<file path="src/rtl/hex_record_tx.sv">
`default_nettype none
// +--------------------------------------------------------------------------+
// | hex_record_tx : snapshots channel/aux words and streams them as one      |
// |                 ASCII hex record (optional XOR checksum) to uart_tx.     |
// | Revision      : 1.0                                                      |
// +--------------------------------------------------------------------------+
module hex_record_tx #(
  parameter int          NUM_CH    = 5,
  parameter int          CH_WIDTH  = 30,
  parameter int          AUX_WIDTH = 28,
  parameter logic [7:0]  SEP       = 8'h2C,
  parameter int          CKSUM_EN  = 0,
  parameter int          OVR_WIDTH = 8
) (
  input  logic                         i_clk,
  input  logic                         i_rst_n,
  input  logic [NUM_CH*CH_WIDTH-1:0]   i_ch_data,
  input  logic [AUX_WIDTH-1:0]         i_aux_data,
  input  logic                         i_tx_start,
  input  logic                         i_tx_empty,
  output logic [7:0]                   o_tx_data,
  output logic                         o_tx_en,
  output logic                         o_busy,
  output logic [OVR_WIDTH-1:0]         o_overrun_cnt
);

  localparam int DCH      = (CH_WIDTH + 3) / 4;
  localparam int DAUX     = (AUX_WIDTH + 3) / 4;
  localparam int NTRL     = (CKSUM_EN != 0) ? 5 : 2;
  localparam int LEN      = NUM_CH * (DCH + 1) + DAUX + NTRL;
  localparam int IDX_W    = $clog2(LEN);
  localparam int FLD_W    = $clog2(NUM_CH + 2);
  localparam int DIG_W    = 5;
  localparam logic [IDX_W-1:0] LAST_IDX = IDX_W'(LEN - 1);

  localparam logic [1:0] S_IDLE     = 2'd0;
  localparam logic [1:0] S_WAIT_RDY = 2'd1;
  localparam logic [1:0] S_STROBE   = 2'd2;
  localparam logic [1:0] S_WAIT_ACK = 2'd3;

  logic [1:0]                  state_q, state_d;
  logic [IDX_W-1:0]            idx_q, idx_d;
  logic [FLD_W-1:0]            fld_q, fld_d;
  logic [DIG_W-1:0]            dig_q, dig_d;
  logic [NUM_CH*CH_WIDTH-1:0]  ch_q, ch_d;
  logic [AUX_WIDTH-1:0]        aux_q, aux_d;
  logic [7:0]                  cks_q, cks_d;
  logic [7:0]                  data_q, data_d;
  logic [OVR_WIDTH-1:0]        ovr_q, ovr_d;

  logic [CH_WIDTH-1:0]         ch_sel;
  logic [DCH*4-1:0]            ch_pad;
  logic [DAUX*4-1:0]           aux_pad;
  logic [3:0]                  ch_nib, aux_nib;
  logic [7:0]                  cur_byte;

  function automatic logic [7:0] hex_char(input logic [3:0] n);
    return (n < 4'd10) ? (8'h30 + {4'h0, n}) : (8'h37 + {4'h0, n});
  endfunction

  always_ff @(posedge i_clk or negedge i_rst_n) begin
    if (!i_rst_n) begin
      state_q <= S_IDLE;
      idx_q   <= '0;
      fld_q   <= '0;
      dig_q   <= '0;
      ch_q    <= '0;
      aux_q   <= '0;
      cks_q   <= '0;
      data_q  <= '0;
      ovr_q   <= '0;
    end else begin
      state_q <= state_d;
      idx_q   <= idx_d;
      fld_q   <= fld_d;
      dig_q   <= dig_d;
      ch_q    <= ch_d;
      aux_q   <= aux_d;
      cks_q   <= cks_d;
      data_q  <= data_d;
      ovr_q   <= ovr_d;
    end
  end

  always_comb begin
    state_d = state_q;
    case (state_q)
      S_IDLE:     if (i_tx_start) state_d = S_WAIT_RDY;
      S_WAIT_RDY: if (i_tx_empty) state_d = S_STROBE;
      S_STROBE:   state_d = S_WAIT_ACK;
      S_WAIT_ACK: if (!i_tx_empty) state_d = (idx_q == LAST_IDX) ? S_IDLE : S_WAIT_RDY;
      default:    state_d = S_IDLE;
    endcase
  end

  always_comb begin
    o_tx_en = (state_q == S_STROBE);
    o_busy  = (state_q != S_IDLE);
  end

  // fld_q walks channels, then aux (== NUM_CH), then trailer; dig_q is the position within it
  always_comb begin
    ch_sel = '0;
    for (int c = 0; c < NUM_CH; c++) begin
      if (fld_q == FLD_W'(c)) ch_sel = ch_q[c*CH_WIDTH +: CH_WIDTH];
    end
    ch_pad                  = '0;
    ch_pad[CH_WIDTH-1:0]    = ch_sel;
    aux_pad                 = '0;
    aux_pad[AUX_WIDTH-1:0]  = aux_q;
    ch_nib = '0;
    for (int d = 0; d < DCH; d++) begin
      if (dig_q == DIG_W'(d)) ch_nib = ch_pad[(DCH-1-d)*4 +: 4];
    end
    aux_nib = '0;
    for (int d = 0; d < DAUX; d++) begin
      if (dig_q == DIG_W'(d)) aux_nib = aux_pad[(DAUX-1-d)*4 +: 4];
    end
    if (fld_q < FLD_W'(NUM_CH)) begin
      cur_byte = (dig_q == DIG_W'(DCH)) ? SEP : hex_char(ch_nib);
    end else if (fld_q == FLD_W'(NUM_CH)) begin
      cur_byte = hex_char(aux_nib);
    end else if (CKSUM_EN != 0) begin
      case (dig_q)
        5'd0:    cur_byte = 8'h2A;
        5'd1:    cur_byte = hex_char(cks_q[7:4]);
        5'd2:    cur_byte = hex_char(cks_q[3:0]);
        5'd3:    cur_byte = 8'h0D;
        default: cur_byte = 8'h0A;
      endcase
    end else begin
      cur_byte = (dig_q == 5'd0) ? 8'h0D : 8'h0A;
    end
  end

  always_comb begin
    idx_d  = idx_q;
    fld_d  = fld_q;
    dig_d  = dig_q;
    ch_d   = ch_q;
    aux_d  = aux_q;
    cks_d  = cks_q;
    data_d = data_q;
    ovr_d  = ovr_q;
    if (i_tx_start && (state_q != S_IDLE) && (ovr_q != {OVR_WIDTH{1'b1}})) begin
      ovr_d = ovr_q + 1'b1;
    end
    case (state_q)
      S_IDLE: begin
        if (i_tx_start) begin
          ch_d  = i_ch_data;
          aux_d = i_aux_data;
          cks_d = '0;
          idx_d = '0;
          fld_d = '0;
          dig_d = '0;
        end
      end
      S_WAIT_RDY: if (i_tx_empty) data_d = cur_byte;
      S_STROBE:   if (fld_q <= FLD_W'(NUM_CH)) cks_d = cks_q ^ data_q;
      S_WAIT_ACK: begin
        if (!i_tx_empty && (idx_q != LAST_IDX)) begin
          idx_d = idx_q + 1'b1;
          if ((fld_q < FLD_W'(NUM_CH) && dig_q == DIG_W'(DCH)) ||
              (fld_q == FLD_W'(NUM_CH) && dig_q == DIG_W'(DAUX - 1))) begin
            fld_d = fld_q + 1'b1;
            dig_d = '0;
          end else begin
            dig_d = dig_q + 1'b1;
          end
        end
      end
      default: ;
    endcase
  end

  assign o_tx_data     = data_q;
  assign o_overrun_cnt = ovr_q;

endmodule
`default_nettype wire

</file>
<file path="config.mk">
export PLATFORM = sky130hd
export DESIGN_NAME = hex_record_tx
export DESIGN_NICKNAME = d
export VERILOG_FILES = /design/src/rtl/hex_record_tx.sv
export SDC_FILE = /design/constraint.sdc
export NUM_CORES = 1
export LEC_CHECK = 0
export CAP_MARGIN = 20
export CORE_MARGIN = 1.5
export CORE_UTILIZATION = 40
export DETAILED_ROUTE_END_ITERATION = 12
export GPL_TIMING_DRIVEN = 0
export PLACE_DENSITY = 0.66
export SLEW_MARGIN = 30
export SYNTH_ARGS = -nofsm -noshare
export SYNTH_HDL_FRONTEND = slang
export SYNTH_SLANG_ARGS = --single-unit
</file>
<file path="constraint.sdc">
create_clock -name i_clk -period 3.5 [get_ports i_clk]
set_clock_uncertainty 0.05 [all_clocks]
set_input_delay 0.875 -clock i_clk [delete_from_list [all_inputs] [get_ports i_clk]]
set_output_delay 0.875 -clock i_clk [all_outputs]
set_load 0.02 [all_outputs]
</file>
==> results summary, run 1 <==
Measured in cells, the most critical reg-to-reg path has a length of 15. The total standard cell area after synthesis came out at approximately 0.010 mm^2. Yosys instantiated no cell more often than sky130_fd_sc_hd__dfrtp_1. In this run the clock root is driven by a sky130_fd_sc_hd__clkbuf_16.

Summed over all layers, the routed wires come to between 30,000 and 40,000 um. The deepest level of the CTS H-tree is 1. The slew at the pin with the worst max-slew slack came out at around 0.94 ns. The maximum number of buffers from clock root to sink came out at 3. The setup path with the least slack is of type flop to flop. Setup total negative slack on the finished layout was measured at 0 ns. The maximum fanout along the worst path is 10. The async set-or-reset flop fraction in the synthesized netlist came out at 100.0%. Counting instances in the post-synthesis netlist gives the leading cell types as sky130_fd_sc_hd__dfrtp_1, sky130_fd_sc_hd__mux2_2, sky130_fd_sc_hd__nand2_1. The sort of element at the start of the critical path is a flop. In this run the count of I/O pins placed on the die edge is 200. After clock tree synthesis, the clock-pin slew on the worst setup and hold paths is around 0.060 ns. The wire-length estimate of the detail-placed layout is about 24,000 um. In this run the tool buffered the top-level ports with roughly 200 buffer cells. Synthesis produced a netlist whose cell count is 892. The most used flip-flop cell after synthesis is sky130_fd_sc_hd__dfrtp_1. The final clock period utilization by the worst path is between 90 and 100%. The count of TritonRoute iterations in the first routing pass came out at 6. TritonCTS built the clock tree. The number of vias per cell after detailed routing is 5.701.

The tightest slew margin relative to the limit came out at a little under two fifths. The number of antenna violations at the first check in global routing came out at 0. The initial utilization of the core area, before any placement, comes to 41.09%.

The wire length of the first global-routing pass is 50,290 um. The netlist uses 78 different library cells. The instance area after placement is ~0.013 mm^2. The overall die height is ~160 um. Yosys attributes the largest share of cell area to sky130_fd_sc_hd__dfrtp_1, sky130_fd_sc_hd__mux2_2, sky130_fd_sc_hd__ha_1, sky130_fd_sc_hd__nand2_1, sky130_fd_sc_hd__o21ai_0. The remaining number of nets flagged by the antenna check after routing came out at 0.

Setup violations remaining at the end of the flow were counted as 0. After floorplanning, the core was sized to cover about 0.025 mm^2. The top cell type's share of synthesized area came out at 50.11%. After the first detailed-routing iteration, the DRC count stood at 649.

The synthesis warning total is 0. The number of rows created at floorplan is 58. The final-layout fill cell count came out at approximately 2,200.

The post-synthesis to final-layout area growth came out at 33.99%. The detail-routed net length per standard cell came out at between 20 and 25 um. The number of maximum-capacitance violations came out at 0. The total global routing track utilization came out at approximately 25%. The clock drives 209 sinks. The weighted congestion at the end of routability-driven global placement is 0.8931. In this run the critical register-to-register path is captured at o_tx_data[4].

The largest total area in the synthesized netlist belongs to sky130_fd_sc_hd__dfrtp_1. The final-stage net count is roughly 1,300. The number of CTS-inserted buffers came out at 24. The synthesized net count is between 1,000 and 1,500. The latest clock arrival within the worst-skew pair came out at 0.52 ns. The share of layout cells above drive strength 1 is 26.18%. The number of antenna diodes in the final layout is 0. The number of remaining DRC errors came out at 0. The min-delay analysis places its worst path in the category input pin to async pin. The worst setup path is captured at a flop. The routed via count is between 8,000 and 9,000. Setup repair after global routing could not meet its margin everywhere. In this run, synthesis produced a sequential element count of about 210. The register-to-register path setup slack came out at roughly 0.027 ns. The worst path in the final design needs a cycle of approximately 3.5 ns, including I/O delays and setup. The leakage component of the power is 5.785 nW. In this run the critical register-to-register path is launched from fld_q[2]. The overall overflow remaining after global route came out at 0. The number of hold violations in the final report is 0.

The achievable clock frequency came out at between 0.2 and 0.3 GHz. At the worst endpoint, the arrival time is 3.82 ns. The die area is ~0.027 mm^2.

The cell area after layout came out at around 0.014 mm^2. The via count of the first global-routing pass was between 8,000 and 9,000. The number of flops mapped to enable cells by yosys came out at 0. The post-synthesis area per instance is around 12 um^2. The final-report max-slew violation count was 0.

The highest ir drop seen on vdd is about 0.43 mV. The worst endpoint required time is roughly 3.9 ns. The x dimension of the die is between 150 and 200 um.

The run finished with clean final reports. The pin count of the biggest net entering global routing came out at 82. For this design the ratio of total power to cell area is between 800 and 900 mW/mm^2. The sequential area share after synthesis came out at 50.11%.
power breakdown:
part / internal [mW] / leakage [nW] / switching (mW)
logic: 2.62 / 2.88 / 2.53
clock network: 1.57 / 0.405 / 1.03
registers: 3.60 / 2.50 / 0.742
worst max-delay path, stage by stage, from the launching register on:
cell and delay [ns]:
sky130_fd_sc_hd__dfrtp_1 0.38, sky130_fd_sc_hd__buf_6 0.16, sky130_fd_sc_hd__clkinvlp_4 0.11, sky130_fd_sc_hd__ha_1 0.20
sky130_fd_sc_hd__buf_2 0.19, sky130_fd_sc_hd__or2_1 0.24, sky130_fd_sc_hd__buf_6 0.16, sky130_fd_sc_hd__a221oi_2 0.28
sky130_fd_sc_hd__o21ai_0 0.16, sky130_fd_sc_hd__o211ai_1 0.12, sky130_fd_sc_hd__nor2_2 0.10, sky130_fd_sc_hd__or2_2 0.35
sky130_fd_sc_hd__ha_2 0.22, sky130_fd_sc_hd__nor3_2 0.17, sky130_fd_sc_hd__o21ai_1 0.10, sky130_fd_sc_hd__a221o_1 0.34
cell type report:
type | count | area [um^2] | share of cell area [%]
Clock inverter | 11 | 112.6 | 0.8053
Timing Repair Buffer | 207 | 2095 | 14.98
Clock buffer | 32 | 711.9 | 5.091
Multi-Input combinational cell | 602 | 4985 | 35.65
Buffer | 59 | 344.1 | 2.461
Inverter | 22 | 90.09 | 0.6442
Tap cell | 330 | 412.9 | 2.953
Sequential cell | 209 | 5233 | 37.42
kinds of logic after synthesis:
logic type | after synthesis | synth area share [%]
buffers and inverters | 81 | 3.309
other | 1 | 0.03593
adder cells (fa/ha/maj) | 19 | 2.278
XOR/XNOR | 11 | 0.9231
AO/OA/AOI/OAI | 197 | 13.73
flip-flops | 209 | 50.11
multiplexers | 180 | 19.41
AND/OR/NAND/NOR | 194 | 10.20
layout by cell type, fill, tap and decap left out, types with 9 or more instances in the layout:
cell,synthesis,routed
sky130_fd_sc_hd__a221o_1,9,9
sky130_fd_sc_hd__nand3b_1,11,11
sky130_fd_sc_hd__mux2_2,179,179
sky130_fd_sc_hd__buf_4,5,17
sky130_fd_sc_hd__a221oi_1,15,9
sky130_fd_sc_hd__clkbuf_16,0,25
sky130_fd_sc_hd__o211ai_1,10,10
sky130_fd_sc_hd__and3_1,11,11
sky130_fd_sc_hd__a21oi_1,35,35
sky130_fd_sc_hd__clkbuf_1,25,19
sky130_fd_sc_hd__o22ai_1,9,9
sky130_fd_sc_hd__ha_1,19,17
sky130_fd_sc_hd__dfrtp_1,209,207
sky130_fd_sc_hd__clkdlybuf4s50_1,0,197
sky130_fd_sc_hd__inv_1,21,20
sky130_fd_sc_hd__nor2b_1,12,12
sky130_fd_sc_hd__nand3_1,14,14
sky130_fd_sc_hd__o21ai_0,37,34
sky130_fd_sc_hd__buf_1,11,10
sky130_fd_sc_hd__nand2_1,56,56
sky130_fd_sc_hd__nor2_1,27,26
metal layers:
metal  wire length, um  track usage [%]  vias to the layer above
li1                  -                -                     3765
met3              2419            4.119                       67
met4              1172            8.149                        0
met2             14870            39.27                      345
met5                 0                0                        -
met1             14480            34.52                     4215
worst max path at each step:
stage / from / end
final: fld_q[2] / o_tx_data[4]
after global routing: fld_q[1] / o_tx_data[4]
after CTS: fld_q[2] / o_tx_data[4]
after detailed placement: fld_q[2] / o_tx_data[4]
after floorplan: fld_q[2] / o_tx_data[4]
after global placement: i_rst_n / aux_pad[3]
metrics by stage:
step	std cells	power [mW]	util (%)	hold WS, ns	setup slack (ns)
floorplan	892	7.422	-	0.4201	0.2479
global placement	1420	9.016	50.52	0.4293	-7.535
detailed placement	1422	9.135	50.75	0.4380	-0.7350
CTS	1469	11.98	54.81	0.2261	0.003946
global route	1472	12.77	55.05	0.2423	-0.1489
finish	1472	12.09	55.05	0.2190	0.02713
registers in the layout (all words and copies together) (netlist names):
signal,cells
o_tx_data,7
aux_pad,28
idx_q,6
state_q,2
dig_q,5
o_overrun_cnt,8
fld_q,3
ch_q,150
what timing repair did:
item                                   4_1_cts  5_1_grt
gates cloned                                 0        0
pin swaps                                    2        2
setup endpoints to repair                    7        6
hold buffers                                 0        0
gates resized for setup                     52        9
setup buffers                                4        3
endpoints found under the hold margin        0        0
Note: power is estimated with default switching activity, not from simulation.
==> inputs of run 2 (changes only) <==
Settings changed: PLACE_DENSITY 0.66 to 0.67, RECOVER_POWER from default to 50.
==> run 2 against run 1 <==
Compared with the run above:
- the run now ends with max-capacitance violations, max-slew violations left
- utilization decreased by 0.16 points
- wire length about the same
- final area decreased by 0.30%
- register-to-register slack improved by 0.04 ns
- critical path depth decreased by 1
- setup slack improved by 0.045 ns
- via count about the same
- largest power group unchanged
==> results summary, run 2 (synthesis results as in run 1) <==
The total global routing track utilization is 24.47% (was 24.77%). The number of hold violations in the final report was 0 (unchanged). The highest layer used for signal routing is met4 (unchanged). The deepest level of the CTS H-tree came out at 1 (unchanged). The area of the core came out at 0.02540 mm^2 (unchanged).

The detailed route wirelength on metal2 is 15,020 um (was 14,870 um). The final-report max-slew violation count is 78 (was 0). The final setup violation count came out at 0 (unchanged). The CTS tree is done (unchanged). The endpoint kind of the worst setup timing path is a flop (unchanged).

The final core utilization came out at 54.89% (was 55.05%). The worst hold path cell count came out at 1. The highest ir drop seen on vdd is 0.4080 mV (was 0.4345 mV). The worst endpoint required time came out at 3.85 ns (about the same).

The total power consumption of the routed design came out at 12.00 mW (was 12.09 mW). The number of antenna violations at the first check in global routing is 0 (unchanged). The areal power density over the cells came out at 860.7 mW/mm^2 (was 864.5 mW/mm^2). The met3 wirelength from detailed routing came out at 2587 um (was 2419 um).

The weighted congestion at the end of routability-driven global placement is 0.9033 (was 0.8931). The overall overflow remaining after global route is 0 (unchanged). The initial core utilization is 41.09% (unchanged).

The overall routed net length is 32,970 um (was 32,940 um). The number of primary I/O pins came to 200 (unchanged). The latest clock arrival within the worst-skew pair is 0.52 ns (about the same).

The via count of the first global-routing pass is 8,536 (was 8,653). The CTS clock-pin slew for the worst setup and hold paths came to 0.06 ns (about the same). The post-synthesis to final-layout area growth is 33.59% (was 33.99%). The most frequent standard cell in the layout excluding fill and tap cells is sky130_fd_sc_hd__dfrtp_1 (unchanged). The clock root buffer master is sky130_fd_sc_hd__clkbuf_16 (unchanged). The flip-flop count of the largest register, all copies and words added is 150 (unchanged).

Unrepaired setup endpoints after global routing: no (was yes). The length of routed wiring on met1 is 14,290 um (was 14,480 um). The maximum number of buffers from clock root to sink is 3 (unchanged). The share of layout cells above drive strength 1 is 25.57% (was 26.18%). The number of remaining DRC errors was 0 (unchanged). The part of the power in combinational logic came out at 42.5% (was 42.6%). The slew at the pin with the worst max-slew slack came out at 2.030 ns (was 0.9386 ns). The hold buffer count at CTS is 0 (unchanged). The final-stage net count came out at 1,325 (was 1,326). The maximum fanout along the worst path came out at 10 (unchanged). Most frequent cells in the layout: sky130_fd_sc_hd__dfrtp_1, sky130_fd_sc_hd__clkdlybuf4s50_1, sky130_fd_sc_hd__mux2_2 (unchanged). The final clock period utilization by the worst path came to 97.95% (was 99.22%). The arrival time at the worst endpoint came out at 3.78 ns (was 3.82 ns). The remaining number of nets flagged by the antenna check after routing is 0 (unchanged).

The leakage component of the power came to 5.763 nW (was 5.785 nW). The checks that failed: max-capacitance violations, max-slew violations. The number of CTS-inserted buffers came out at 24 (unchanged).

The tightest slew margin relative to the limit came to -35.31% (was 37.43%). The count of TritonRoute iterations in the first routing pass was 5 (was 6). The post-DP HPWL came out at 24,160 um (was 24,240 um). Status: complete, but fails checks (was finished, final reports clean). The number of rows created at floorplan is 58 (unchanged). The wire length of the first global-routing pass is 49,660 um (was 50,290 um). The time the final worst path needs with I/O delays and setup was 3.428 ns (was 3.473 ns). The die area is 0.02707 mm^2 (unchanged). The violation count after the first detailed-route iteration is 639 (was 649).

The depth of the worst register-to-register path is 14 (was 15). The register-to-register path setup slack came out at 0.07 ns (was 0.03 ns). The sink count of the clock tree is 209 (unchanged).

The final-layout fill cell count is 2,214 (was 2,216). The number of vias per cell after detailed routing is 5.720 (was 5.701). The sequential share of power is 36.0% (was 35.9%). The net switching share of the total power is 35.06% (was 35.57%). The x dimension of the die came to 164.5 um (unchanged). The routed via count came out at 8,397 (was 8,392). The most flop-heavy register is ch_q (unchanged). The sort of element at the start of the critical path is a flop (unchanged). The type of the worst min-delay path was flop to flop (was input pin to async pin).

The number of I/O port buffers is 198 (unchanged). The share of power burned in the clock network was 21.6% (was 21.5%). The achievable clock frequency came out at 0.2917 GHz (was 0.2879 GHz).

The final antenna diode count is 0 (unchanged). The internal cell power is 7.793 mW (was 7.789 mW). The net switching component of the power is 4.207 mW (was 4.300 mW). The number of maximum-capacitance violations came out at 1 (was 0). The pin count of the biggest net entering global routing is 79 (was 82). The detail-routed net length per standard cell was 22.46 um (was 22.38 um). The kind of critical path is flop to flop (unchanged). The overall die height is 164.5 um (unchanged).
run 2: routing by layer:
| metal | vias up | track usage (%) |
|---|---|---|
| li1 | 3758 | - |
| met1 | 4185 | 34.30 |
| met2 | 370 | 38.96 |
| met3 | 84 | 3.918 |
| met4 | 0 | 7.453 |
| met5 | - | 0 |
run 2: layout make-up:
type / count / area (um^2) / area share, %
tap: 330 / 412.9 / 2.962
clock inverter: 5 / 100.1 / 0.7179
multi-input combinational: 602 / 4989 / 35.78
buffer: 58 / 354.1 / 2.540
sequential: 209 / 5233 / 37.53
timing repair buffer: 207 / 2064 / 14.81
clock buffer: 35 / 703.2 / 5.044
inverter: 22 / 86.33 / 0.6192
run 2: critical path, cell delays in order (launching register included):
cell and delay [ns]:
sky130_fd_sc_hd__dfrtp_2 0.45, sky130_fd_sc_hd__inv_1 0.11, sky130_fd_sc_hd__ha_1 0.17, sky130_fd_sc_hd__nor2b_1 0.12, sky130_fd_sc_hd__buf_2 0.29, sky130_fd_sc_hd__clkbuf_4 0.31
sky130_fd_sc_hd__a221o_1 0.17, sky130_fd_sc_hd__o211ai_1 0.11, sky130_fd_sc_hd__a31oi_1 0.33, sky130_fd_sc_hd__and3_1 0.26, sky130_fd_sc_hd__nor4_4 0.08, sky130_fd_sc_hd__ha_2 0.21
sky130_fd_sc_hd__nor3_1 0.18, sky130_fd_sc_hd__o21ai_1 0.11, sky130_fd_sc_hd__a221o_1 0.34
run 2: power by group through the flow:
stage / combinational, mW / clock, mW / sequential, mW
floorplan: 3.27 / 0 / 4.15
global placement: 4.69 / 0 / 4.30
detailed placement: 4.79 / 0 / 4.33
CTS: 4.99 / 2.62 / 4.30
global route: 5.48 / 2.72 / 4.46
finish: 5.10 / 2.59 / 4.32
run 2: repair_timing:
action                     in CTS  in global routing
setup endpoints to repair       7                  6
setup buffers                   5                  2
resized for setup              49                 20
pin swaps                       3                  5
run 2: stage by stage:
stage	instance area [um^2]	TNS, ns	worst slack, ns	std cells	hold slack (ns)
finish	13940	0	0.07181	1468	0.4493
global route	13940	0	0.002173	1468	0.4596
CTS	13890	0	0.01656	1467	0.3082
detailed placement	12890	-3.136	-0.8108	1422	0.4377
global placement	12830	-1577.76	-7.558	1420	0.4312
floorplan	10440	0	0.2479	892	0.4201
run 2: path summary, 6_finish.rpt:
| check | from | to |
|---|---|---|
| max | fld_q[1] | o_tx_data[4] |
| min | o_overrun_cnt[7] | o_overrun_cnt[7] |
| max reg2reg | fld_q[1] | o_tx_data[4] |
| min reg2reg | o_overrun_cnt[7] | o_overrun_cnt[7] |
| max in group asynchronous | i_rst_n | aux_pad[1] |
| min in group asynchronous | i_rst_n | ch_q[45] |
==> inputs of run 3 (changes only) <==
Settings changed: CORE_UTILIZATION 40 to 43, PLACE_DENSITY 0.67 to 0.71.
==> run 3 against run 2 <==
Compared with the run above:
- the run still ends with max-capacitance violations, max-slew violations left
- die area is 6.9% lower
- flip-flop and latch count stayed put
- sequential power hardly changed
- first-iteration DRC count is 26% higher
==> results summary, run 3 (synthesis results as in run 1) <==
Status: complete, but fails checks (unchanged). Failing checks: max-capacitance violations, max-slew violations (unchanged). The most frequent standard cell in the layout excluding fill and tap cells was sky130_fd_sc_hd__dfrtp_1 (unchanged). The slew at the pin with the worst max-slew slack is 2.367 ns (was 2.030 ns). The flip-flop count of the largest register, all copies and words added came to 150 (unchanged). The sink count of the clock tree is 209 (unchanged). The area of the core is 0.02361 mm^2 (was 0.02540 mm^2). The maximum number of buffers from clock root to sink came out at 3 (unchanged).

The final-stage net count came out at 1,327 (was 1,325). The final total negative setup slack came to 0 ns (unchanged). The remaining number of nets flagged by the antenna check after routing came out at 0 (unchanged). The overall die height is 158.8 um (was 164.5 um). The pin count of the biggest net entering global routing came out at 63 (was 79). The via count of the first global-routing pass came out at 8,409 (was 8,536). The final setup violation count is 0 (unchanged). The endpoint kind of the worst setup timing path is a flop (unchanged). The x dimension of the die is 158.8 um (was 164.5 um). The overall overflow remaining after global route came to 0 (unchanged).

The sort of element at the start of the critical path is a flop (unchanged). The register-to-register path setup slack is 0.09 ns (was 0.07 ns). The most flop-heavy register was ch_q (unchanged). The number of hold violations in the final report is 0 (unchanged). The number of maximum-capacitance violations is 1 (unchanged). The total power consumption of the routed design is 12.04 mW (was 12.00 mW). The total global routing track utilization came out at 25.16% (was 24.47%). The weighted congestion at the end of routability-driven global placement came to 0.9145 (was 0.9033). The startpoint of the lowest-slack register-to-register path is fld_q[0] (was fld_q[1]). The clock root buffer master is sky130_fd_sc_hd__clkbuf_16 (unchanged). The highest ir drop seen on vdd is 0.3875 mV (was 0.4080 mV). The number of remaining DRC errors came out at 0 (unchanged). The number of vias per cell after detailed routing came to 5.690 (was 5.720). The depth of the worst register-to-register path is 14 (unchanged). The kind of critical path is flop to flop (unchanged). The number of primary I/O pins came out at 200 (unchanged). The number of rows created at floorplan came out at 56 (was 58). The CTS clock-pin slew for the worst setup and hold paths came out at 0.06 ns (about the same). The maximum fanout along the worst path is 10 (unchanged). The combined area of the multi-input logic cells came out at 0.005031 mm^2 (was 0.004989 mm^2). The post-synthesis to final-layout area growth is 33.94% (was 33.59%). The detail-routed net length per standard cell came out at 21.69 um (was 22.46 um). The overall routed net length was 31,740 um (was 32,970 um). The type of the worst min-delay path is flop to flop (unchanged). The number of CTS-inserted buffers was 24 (unchanged). The worst setup path endpoint is o_tx_data[4] (unchanged). The cell with the largest stage delay on the worst path was sky130_fd_sc_hd__dfrtp_2 (unchanged). The tightest slew margin relative to the limit was -57.80% (was -35.31%).

The final clock period utilization by the worst path came to 97.53% (was 97.95%). The time the final worst path needs with I/O delays and setup came out at 3.413 ns (was 3.428 ns). The critical path's largest stage delay is 0.44 ns (was 0.45 ns). CP Cell Sequence: ha_1 > ha_1 > buf_2 > or2_1 > buf_6 > a221oi_4 > o2111ai_2 > o211ai_1 > nor2_2 > or2_4 > ha_2 > nor3_1 > o21ai_1 > a221o_1 (was inv_1 > ha_1 > nor2b_1 > buf_2 > clkbuf_4 > a221o_1 > o211ai_1 > a31oi_1 > and3_1 > nor4_4 > ha_2 > nor3_1 > o21ai_1 > a221o_1). The met1 demand-to-capacity share in global routing is 34.36% (was 34.30%). Most frequent cells in the layout: sky130_fd_sc_hd__dfrtp_1, sky130_fd_sc_hd__clkdlybuf4s50_1, sky130_fd_sc_hd__mux2_2 (unchanged).

The initial core utilization is 44.20% (was 41.09%). The number of I/O port buffers is 198 (unchanged). The die area came out at 0.02521 mm^2 (was 0.02707 mm^2). The origin of the worst setup path is fld_q[0] (was fld_q[1]).

The latest clock arrival within the worst-skew pair came out at 0.53 ns (was 0.52 ns). The cell with the most instances on the worst path is sky130_fd_sc_hd__ha_1 (was sky130_fd_sc_hd__a221o_1). The final-report max-slew violation count came out at 41 (was 78).

The CTS tree was done (unchanged). The met3 track utilization from global routing came to 5.956% (was 3.918%). The leakage component of the power is 5.776 nW (was 5.763 nW). The achievable clock frequency was 0.2930 GHz (was 0.2917 GHz). The most utilized layer in the global route result is met2 (unchanged). The deepest level of the CTS H-tree is 1 (unchanged). The post-DP HPWL is 23,630 um (was 24,160 um). The worst endpoint required time came to 3.87 ns (was 3.85 ns). The wire length of the first global-routing pass is 48,890 um (was 49,660 um).

The arrival time at the worst endpoint is 3.78 ns (about the same). The routed via count is 8,325 (was 8,397). The share of layout cells above drive strength 1 came out at 25.96% (was 25.57%).

The storage element area came out at 0.005233 mm^2 (unchanged). The global routing usage on met2 is 39.09% (was 38.96%). The capturing point of the worst reg2reg path was o_tx_data[4] (unchanged).

The final antenna diode count is 0 (unchanged). The final-layout fill cell count came to 1,985 (was 2,214). The final core utilization came out at 59.20% (was 54.89%). The areal power density over the cells is 861.6 mW/mm^2 (was 860.7 mW/mm^2).

The count of TritonRoute iterations in the first routing pass was 5 (unchanged). The violation count after the first detailed-route iteration came out at 807 (was 639). The number of antenna violations at the first check in global routing is 0 (unchanged).
-- run 3: layout make-up --
type / instances / share of cell area (%)
sequential: 209 / 37.43
multi-input combinational: 602 / 35.99
timing repair buffer: 208 / 15.05
clock buffer: 38 / 5.030
tap: 319 / 2.855
buffer: 59 / 2.453
inverter: 22 / 0.6176
clock inverter: 6 / 0.5729
-- run 3: how the worst min path moves through the flow --
stage | from | to | slack [ns] | depth (start not counted)
3_5_place_dp | ch_q[71] | ch_q[71] | 0.44 | 1
3_3_place_gp | aux_pad[21] | aux_pad[21] | 0.43 | 1
6_report | o_overrun_cnt[7] | o_overrun_cnt[7] | 0.44 | 1
5_1_grt | ch_q[75] | ch_q[75] | 0.47 | 1
2_1_floorplan | ch_q[111] | ch_q[111] | 0.42 | 1
4_1_cts | i_rst_n | o_tx_data[4] | 0.17 | 1
-- run 3: repair_timing --
item / in CTS / in global routing
gates cloned: 0 / 0
setup endpoints to repair: 7 / 5
gates resized for setup: 44 / 32
pin swaps: 5 / 9
setup buffers: 3 / 4
hold buffers: 0 / 0
-- run 3: critical path: cells and delay by family, from the launching register on --
family | cells | cell delay (ns)
AND/OR/NAND/NOR | 4 | 0.82
adder cells (fa/ha/maj) | 3 | 0.59
AO/OA/AOI/OAI | 5 | 1.06
buffers and inverters | 2 | 0.35
flip-flops | 1 | 0.44
-- run 3: power breakdown --
part / total [mW] / switching (mW) / internal, mW
registers: 4.34 / 0.738 / 3.60
logic: 5.25 / 2.59 / 2.66
clock network: 2.46 / 1.00 / 1.46
-- run 3: metrics by stage --
step,cells,setup slack [ns],cell area [um^2],hold WS (ns)
3_3_place_gp,1409,-7.409,12820,0.4306
5_1_grt,1463,-0.02763,13980,0.4655
2_1_floorplan,892,0.2479,10440,0.4201
3_5_place_dp,1412,-0.6852,12900,0.4392
4_1_cts,1459,0.03495,13860,0.1732
6_report,1463,0.08659,13980,0.4422
-- run 3: layer usage --
metal | part of all wire [%] | wire (um) | up-vias
li1 | - | - | 3757
met5 | 0 | 0 | -
met1 | 43 | 13630 | 4154
met4 | 3.5 | 1102 | 0
met2 | 46 | 14570 | 352
met3 | 7.7 | 2440 | 62
